--- config.mk ---
export PLATFORM = sky130hd
export DESIGN_NAME = pad_input_conditioner
export DESIGN_NICKNAME = d
export VERILOG_FILES = /design/src/rtl/pad_input_cond_pkg.sv /design/src/rtl/pad_input_debounce.sv /design/src/rtl/pad_input_conditioner.sv
export SDC_FILE = /design/constraint.sdc
export NUM_CORES = 1
export LEC_CHECK = 0
export CAP_MARGIN = 25
export CORE_MARGIN = 8
export CORE_UTILIZATION = 30
export DETAILED_ROUTE_END_ITERATION = 8
export HOLD_SLACK_MARGIN = 0.15
export PLACE_DENSITY = 0.73
export SYNTH_ARGS = -nofsm -noshare
export SYNTH_HDL_FRONTEND = slang
export SYNTH_HIERARCHICAL = 1
export SYNTH_SLANG_ARGS = --single-unit
--- constraint.sdc ---
create_clock -name clk_i -period 0.8 [get_ports clk_i]
set_input_delay 0.16 -clock clk_i [delete_from_list [all_inputs] [get_ports clk_i]]
set_output_delay 0.16 -clock clk_i [all_outputs]
set_load 0.02 [all_outputs]
--- src/rtl/pad_input_cond_pkg.sv ---
// Shared types for the pad input conditioner: debounce FSM states and interrupt edge selection.
// Used by pad_input_debounce and pad_input_conditioner in both builds (PAD_INPUT_DEBOUNCE_EN on or off).
package pad_input_cond_pkg;

   localparam int unsigned PRESC_W    = 16;
   localparam int unsigned EDGE_SEL_W = 2;

   typedef enum logic {
      DB_STABLE   = 1'b0,
      DB_COUNTING = 1'b1
   } db_state_e;

   typedef enum logic [EDGE_SEL_W-1:0] {
      EDGE_NONE = 2'b00,
      EDGE_RISE = 2'b01,
      EDGE_FALL = 2'b10,
      EDGE_BOTH = 2'b11
   } edge_sel_e;

   function automatic logic edge_sel_rise(input edge_sel_e sel);
      return (sel == EDGE_RISE) || (sel == EDGE_BOTH);
   endfunction

   function automatic logic edge_sel_fall(input edge_sel_e sel);
      return (sel == EDGE_FALL) || (sel == EDGE_BOTH);
   endfunction

endpackage

--- src/rtl/pad_input_debounce.sv ---
// One pad: SYNC_STAGES-deep synchronizer, then a tick-paced debounce FSM, or a plain
// registered follower of the synchronizer when PAD_INPUT_DEBOUNCE_EN is not defined.
module pad_input_debounce
   import pad_input_cond_pkg::*;
#(
   parameter int unsigned CNT_W       = 8,
   parameter int unsigned SYNC_STAGES = 2
) (
   input  logic             clk_i,
   input  logic             rst_i,
   input  logic             pad_i,
   input  logic             tick_i,
   input  logic [CNT_W-1:0] threshold_i,
   output logic             pad_o,
   output logic             rise_o,
   output logic             fall_o
);

   logic [SYNC_STAGES-1:0] sync_q;
   logic                   sync_c;
   logic                   level_q, level_d;
   logic                   rise_q, rise_d;
   logic                   fall_q, fall_d;

   // Metastability synchronizer; the last stage is the only one the logic may look at.
   always_ff @(posedge clk_i or posedge rst_i) begin
      if (rst_i) begin
         sync_q <= '0;
      end else begin
         sync_q <= {sync_q[SYNC_STAGES-2:0], pad_i};
      end
   end

   assign sync_c = sync_q[SYNC_STAGES-1];

   always_ff @(posedge clk_i or posedge rst_i) begin
      if (rst_i) begin
         level_q <= 1'b0;
         rise_q  <= 1'b0;
         fall_q  <= 1'b0;
      end else begin
         level_q <= level_d;
         rise_q  <= rise_d;
         fall_q  <= fall_d;
      end
   end

`ifdef PAD_INPUT_DEBOUNCE_EN

   db_state_e        state_q, state_d;
   logic [CNT_W-1:0] cnt_q, cnt_d;

   always_ff @(posedge clk_i or posedge rst_i) begin
      if (rst_i) begin
         state_q <= DB_STABLE;
         cnt_q   <= '0;
      end else begin
         state_q <= state_d;
         cnt_q   <= cnt_d;
      end
   end

   // A new level must survive threshold_i+1 ticks; any return to the old level aborts it.
   always_comb begin
      state_d = state_q;
      cnt_d   = cnt_q;
      level_d = level_q;
      rise_d  = 1'b0;
      fall_d  = 1'b0;
      case (state_q)
         DB_STABLE: begin
            if (sync_c != level_q) begin
               state_d = DB_COUNTING;
               cnt_d   = '0;
            end
         end
         DB_COUNTING: begin
            if (sync_c == level_q) begin
               state_d = DB_STABLE;
               cnt_d   = '0;
            end else if (tick_i) begin
               if (cnt_q >= threshold_i) begin
                  level_d = sync_c;
                  rise_d  = sync_c;
                  fall_d  = ~sync_c;
                  state_d = DB_STABLE;
                  cnt_d   = '0;
               end else if (cnt_q != {CNT_W{1'b1}}) begin
                  cnt_d = cnt_q + CNT_W'(1);
               end
            end
         end
         default: begin
            state_d = DB_STABLE;
            cnt_d   = '0;
         end
      endcase
   end

`else

   logic unused_c;
   assign unused_c = ^{tick_i, threshold_i};

   always_comb begin
      level_d = sync_c;
      rise_d  = sync_c & ~level_q;
      fall_d  = ~sync_c & level_q;
   end

`endif

   assign pad_o  = level_q;
   assign rise_o = rise_q;
   assign fall_o = fall_q;

endmodule

--- src/rtl/pad_input_conditioner.sv ---
// Conditions NPADS asynchronous pad inputs: synchronize, optionally debounce (PAD_INPUT_DEBOUNCE_EN),
// flag accepted edges and keep a sticky, individually clearable interrupt per pad.
module pad_input_conditioner
   import pad_input_cond_pkg::*;
#(
   parameter int unsigned NPADS       = 4,
   parameter int unsigned CNT_W       = 8,
   parameter int unsigned SYNC_STAGES = 2
) (
   input  logic                  clk_i,
   input  logic                  rst_i,
   input  logic [NPADS-1:0]      pad_i,
   input  logic [PRESC_W-1:0]    prescale_i,
   input  logic [CNT_W-1:0]      threshold_i,
   input  logic [EDGE_SEL_W-1:0] edge_sel_i,
   input  logic [NPADS-1:0]      irq_clr_i,
   output logic [NPADS-1:0]      pad_o,
   output logic [NPADS-1:0]      rise_o,
   output logic [NPADS-1:0]      fall_o,
   output logic [NPADS-1:0]      irq_o
);

   logic             tick_c;
   logic [NPADS-1:0] irq_q, irq_d;
   edge_sel_e        edge_sel_c;
   logic             sel_rise_c;
   logic             sel_fall_c;

`ifdef PAD_INPUT_DEBOUNCE_EN

   logic [PRESC_W-1:0] presc_q, presc_d;

   always_ff @(posedge clk_i or posedge rst_i) begin
      if (rst_i) begin
         presc_q <= '0;
      end else begin
         presc_q <= presc_d;
      end
   end

   // Wrap on >= so a prescale_i lowered below the running count cannot strand the counter.
   always_comb begin
      tick_c  = (presc_q >= prescale_i);
      presc_d = tick_c ? '0 : presc_q + PRESC_W'(1);
   end

`else

   logic unused_c;
   assign unused_c = ^prescale_i;
   assign tick_c   = 1'b0;

`endif

   for (genvar g = 0; g < NPADS; g++) begin : g_pad
      pad_input_debounce #(
         .CNT_W       (CNT_W),
         .SYNC_STAGES (SYNC_STAGES)
      ) u_debounce (
         .clk_i       (clk_i),
         .rst_i       (rst_i),
         .pad_i       (pad_i[g]),
         .tick_i      (tick_c),
         .threshold_i (threshold_i),
         .pad_o       (pad_o[g]),
         .rise_o      (rise_o[g]),
         .fall_o      (fall_o[g])
      );
   end

   assign edge_sel_c = edge_sel_e'(edge_sel_i);
   assign sel_rise_c = edge_sel_rise(edge_sel_c);
   assign sel_fall_c = edge_sel_fall(edge_sel_c);

   // Set has priority over clear so an edge arriving with the clear is never lost.
   always_comb begin
      irq_d = (irq_q & ~irq_clr_i)
            | ({NPADS{sel_rise_c}} & rise_o)
            | ({NPADS{sel_fall_c}} & fall_o);
   end

   always_ff @(posedge clk_i or posedge rst_i) begin
      if (rst_i) begin
         irq_q <= '0;
      end else begin
         irq_q <= irq_d;
      end
   end

   assign irq_o = irq_q;

endmodule

==> results of run 1 <==
-- stage by stage --
stage	worst slack [ns]	utilization [%]
3_5_place_dp	-0.323	46.1
3_3_place_gp	-0.313	46.1
2_1_floorplan	0.00960	-
5_1_grt	-0.277	51.5
4_1_cts	-0.241	49.7
6_report	-0.240	51.5
-- power groups by stage --
stage          combinational (mW)  clock (mW)  sequential (mW)
2_1_floorplan              0.0623           0             1.41
3_3_place_gp                0.345           0             1.35
3_5_place_dp                0.350           0             1.35
4_1_cts                     0.384       0.636             1.34
5_1_grt                     0.441       0.689             1.35
6_report                    0.404       0.618             1.34
-- worst max-delay path by stage --
| stage | from | end | slack, ns | cells past startpoint |
|---|---|---|---|---|
| after floorplan | g_pad[0].u_debounce/rise_o | irq_o[0] | 0.01 | 2 |
| after global placement | irq_o[1] | irq_o[1] | -0.31 | 1 |
| after detailed placement | g_pad[1].u_debounce/rise_o | rise_o[1] | -0.32 | 1 |
| after CTS | g_pad[1].u_debounce/rise_o | rise_o[1] | -0.24 | 1 |
| after global routing | g_pad[3].u_debounce/pad_o | pad_o[3] | -0.28 | 1 |
| final | g_pad[1].u_debounce/rise_o | rise_o[1] | -0.24 | 1 |
-- flip-flops by register name (all words and copies together), names as in the netlist --
signal and flops:
g_pad.u_debounce/sync_q 8, g_pad.u_debounce/fall_o 4, g_pad.u_debounce/pad_o 4, g_pad.u_debounce/rise_o 4, irq_o 4
-- per-layer routing --
layer  vias up  wire length [um]  GRT usage (%)
li1        236                 -              -
met1       246               688           9.63
met2        21               715           12.3
met3         0               212           5.08
met4         0                 0           2.45
met5         -                 0              0
-- timing repair --
item	4_1_cts	5_1_grt
endpoints found under the setup margin	20	23
resized for setup	100	6
buffers inserted	3	4
pin swaps	1	0
-- final cells by class --
class	count	area [um^2]	share of cell area (%)
Timing Repair Buffer	39	402	32.4
Tap cell	30	37.5	3.03
Multi-Input combinational cell	16	125	10.1
Inverter	9	33.8	2.72
Clock buffer	4	36.3	2.93
Sequential cell	24	606	48.8
-- placed cells by master, fill, tap and decap left out --
cell              n
nor2b_1           4
o21ai_1           4
dlymetal6s2s_1    1
dfrtp_1          20
dfrtp_2           4
buf_6            21
clkbuf_4          3
buf_4             7
a22oi_1           1
clkdlybuf4s50_1  10
and2b_2           4
a22oi_2           3
inv_1             9
clkbuf_8          1
==> results.json, run 1 <==
{
  "worstSetupPathType": "reg -> out",
  "switchingPower_uw": 559,
  "io_buffers": 27,
  "crit_buf_inv": 1,
  "dp.cells": 113,
  "power_mw": 2.36,
  "die_w_um": 65.8,
  "synth_nets": 85,
  "diodes": 0,
  "first_pass_iters": 4,
  "core_um2": 2410,
  "crit_chain": "buf_6",
  "grt_max_degree": 14,
  "reg2reg_slack_ns": -0.07,
  "r2r-start": "g_pad[0].u_debounce/rise_o",
  "postPlaceCellArea_um2": 1110,
  "fin_skew_ns": 0.00314,
  "min_path_type": "in -> async",
  "start_util_pct": 30.9,
  "rr_endpoint": "irq_o[0]",
  "pwr-share-seq_pct": 56.7,
  "placement_rows": 18,
  "cp_max_fo": 2,
  "crit_arrival_ns": 0.88,
  "irDropWorstVdd_uv": 1510,
  "dp_hpwl_um": 1210,
  "wl_per_cell_um": 13.2,
  "clock-sinks": 24,
  "via_per_inst": 4.12,
  "p_leak_nw": 0.608,
  "hold_viol": 0,
  "max_freq_mhz": 962,
  "crit_path_start_kind": "flop",
  "fin_crit_sh_pct": 130,
  "fin_setup_tns_ns": -3.75,
  "max-cap-violations": 0,
  "r2r_cells": 3,
  "ant_nets": 0,
  "clk_pin_slew_ns": 0.12,
  "finalSetupViolCount": 22,
  "insertion_delay_ns": 0.30,
  "cts_tree": "built",
  "holdBufCountCts": 0,
  "holdWs_ns": 0.177,
  "drive_gt1_share_pct": 46.7,
  "stdcell_count": 122,
  "rsz0062_at_grt": "true",
  "status": "finished, violations left",
  "grt_pass1_vias": 609,
  "ios": 52,
  "critPathCaptureType": "primary output",
  "power_frac_comb_pct": 17.1,
  "grt_pass1_wl_um": 2790,
  "clock_path_buffers": 2,
  "final_nets": 129,
  "max_stage_delay_ns": 0.44,
  "crit_required_ns": 0.64,
  "max_slew.worst_pin.slew_ns": 0.251,
  "relSlewSlack_pct": 83.2,
  "cts_root_buf": "clkbuf_4",
  "drv_slew": 0,
  "p_int_mw": 1.80,
  "cts_buffers": 3,
  "slowest_stage": "dfrtp_2",
  "p_sw_share_pct": 23.7,
  "violations": "negative setup slack",
  "n_fill_cell": 216,
  "fin_ws_ns": -0.240,
  "die_y_um": 65.8,
  "grt_overflow_total": 0,
  "synth_area_per_cell_um2": 15.2,
  "syn_area_um2": 744,
  "area_growth_syn_to_layout_pct": 66.6,
  "pwr-share-clk_pct": 26.2,
  "drcViolationCount": 0,
  "yosys_warnings": 6,
  "htree_num_levels": 1,
  "fin_area_um2": 1240,
  "gp_congestion": 0.680,
  "drtIter0Drc": 1,
  "crit_family": "flip-flops",
  "synthCells": 49,
  "dieArea_um2": 4330,
  "power.density_nw_per_um2": 1900,
  "num_vias": 503,
  "routed_wl_um": 1620,
  "min_period_ns": 1.04,
  "grt.total_usage_pct": 8.26,
  "antenna_found_initial": 0
}
(Power assumes the default switching activity.)
==> inputs of run 2 (changes only) <==
--- a/config.mk
+++ b/config.mk
@@ -11,7 +11,9 @@
 export DETAILED_ROUTE_END_ITERATION = 8
 export HOLD_SLACK_MARGIN = 0.15
 export PLACE_DENSITY = 0.73
+export SKIP_CTS_REPAIR_TIMING = 1
 export SYNTH_ARGS = -nofsm -noshare
 export SYNTH_HDL_FRONTEND = slang
 export SYNTH_HIERARCHICAL = 1
 export SYNTH_SLANG_ARGS = --single-unit
+export TNS_END_PERCENT = 10
==> results.json, run 2 (same netlist as run 1, synthesis figures left out) <==
{
  "finalSetupViolCount": 21,
  "grt_pass1_wl_um": 2590,
  "cts_buffers": 3,
  "reg2reg_slack_ns": -0.06,
  "critPathCaptureType": "primary output",
  "cp_max_fo": 2,
  "status": "finished, violations left",
  "holdWs_ns": 0.173,
  "fin_crit_sh_pct": 130,
  "cts_root_buf": "clkbuf_4",
  "gp_congestion": 0.698,
  "crit_arrival_ns": 0.88,
  "diodes": 0,
  "power_frac_comb_pct": 15.5,
  "io_buffers": 27,
  "ant_nets": 0,
  "irDropWorstVdd_uv": 1050,
  "p_int_mw": 1.63,
  "core_um2": 2410,
  "crit_family": "flip-flops",
  "p_leak_nw": 0.556,
  "cts_tree": "built",
  "worstSetupPathType": "reg -> out",
  "dp_hpwl_um": 1220,
  "ios": 52,
  "dieArea_um2": 4330,
  "antenna_found_initial": 0,
  "max-cap-violations": 0,
  "grt_pass1_vias": 549,
  "grt_overflow_total": 0,
  "area_growth_syn_to_layout_pct": 50.9,
  "postLayoutCoreUtil_pct": 46.6,
  "switchingPower_uw": 512,
  "clock_path_buffers": 2,
  "regMostFlops": "g_pad.u_debounce/sync_q",
  "final_nets": 126,
  "pwr-share-seq_pct": 61.8,
  "wl_met2_um": 757,
  "fin_skew_ns": 0.00499,
  "crit_buf_inv": 1,
  "crit_path_start_kind": "flop",
  "clk_pin_slew_ns": 0.12,
  "die_w_um": 65.8,
  "drcViolationCount": 0,
  "insertion_delay_ns": 0.30,
  "fin_setup_tns_ns": -3.53,
  "pwr-share-clk_pct": 22.7,
  "hold_viol": 0,
  "max_stage_delay_ns": 0.44,
  "stdcell_count": 118,
  "n_fill_cell": 232,
  "crit_required_ns": 0.64,
  "met3RoutedLength_um": 181,
  "max_freq_mhz": 963,
  "min_path_type": "in -> async",
  "num_vias": 486,
  "fin_area_um2": 1120,
  "p_sw_share_pct": 23.9,
  "postPlaceCellArea_um2": 1120,
  "start_util_pct": 30.9,
  "drtIter0Drc": 12,
  "grt.total_usage_pct": 7.93,
  "wl_per_cell_um": 13.1,
  "via_per_inst": 4.12,
  "layout_commonest_cell": "dfrtp_1",
  "grt_max_degree": 13,
  "top_layer": "met4",
  "clock-sinks": 24,
  "die_y_um": 65.8,
  "wl_met1_um": 591,
  "layout_common_cells": "20 x dfrtp_1, 11 x clkdlybuf4s50_1, 10 x buf_2, 9 x inv_1, 8 x buf_4",
  "min_period_ns": 1.04,
  "placement_rows": 18,
  "drive_gt1_share_pct": 44.3,
  "first_pass_iters": 2,
  "drv_slew": 0,
  "dp.cells": 114,
  "max_slew.worst_pin.slew_ns": 0.242,
  "htree_num_levels": 1,
  "rsz0062_at_grt": "true",
  "fin_ws_ns": -0.239,
  "relSlewSlack_pct": 83.8,
  "routed_wl_um": 1540,
  "power.density_nw_per_um2": 1910,
  "violations": "negative setup slack",
  "largest_register_ffs": 8,
  "slowest_stage": "dfrtp_2",
  "crit_chain": "buf_6"
}
-- run 2: cell types whose count changed in the layout (fill, tap and decap cells not counted), sizes merged --
cell and delta:
clkdlybuf4s50 +1, dlymetal6s2s -1, buf -3, clkbuf -1
-- run 2: power groups by stage --
stage               sequential (mW)  combinational [mW]  clock [mW]
finish                         1.33               0.333       0.487
global route                   1.34               0.365       0.575
CTS                            1.32               0.357       0.516
detailed placement             1.35               0.355           0
global placement               1.34               0.350           0
floorplan                      1.41              0.0625           0
-- run 2: cell type report --
type                       instances  area, um^2  area share, %
sequential                        24         606           53.9
timing repair buffer              36         299           26.6
multi-input combinational         16         125           11.1
tap                               30        37.5           3.34
inverter                           9        33.8           3.01
clock buffer                       3        22.5           2.00
-- run 2: layer usage --
layer	up-vias	global-route usage [%]
li1	232	-
met1	235	7.76
met2	17	13.4
met3	2	4.07
met4	0	4.09
met5	-	0
-- run 2: metrics by stage --
step | setup WS [ns] | total power, mW
after floorplan | -0.00489 | 1.48
after global placement | -0.309 | 1.69
after detailed placement | -0.354 | 1.70
after CTS | -0.710 | 2.20
after global routing | -0.291 | 2.28
final | -0.239 | 2.15
-- run 2: path summary, 6_finish.rpt --
check / start / endpoint / cells after the start
setup / recovery: g_pad[1].u_debounce/rise_o / rise_o[1] / 1
hold / removal: rst_i / irq_o[1] / 2
setup reg to reg: g_pad[3].u_debounce/rise_o / irq_o[3] / 3
hold reg to reg: g_pad[1].u_debounce/sync_q[0] / g_pad[1].u_debounce/sync_q[1] / 0
max in group asynchronous: rst_i / g_pad[2].u_debounce/fall_o / 2
min in group clk_i: pad_i[0] / g_pad[0].u_debounce/sync_q[0] / 1
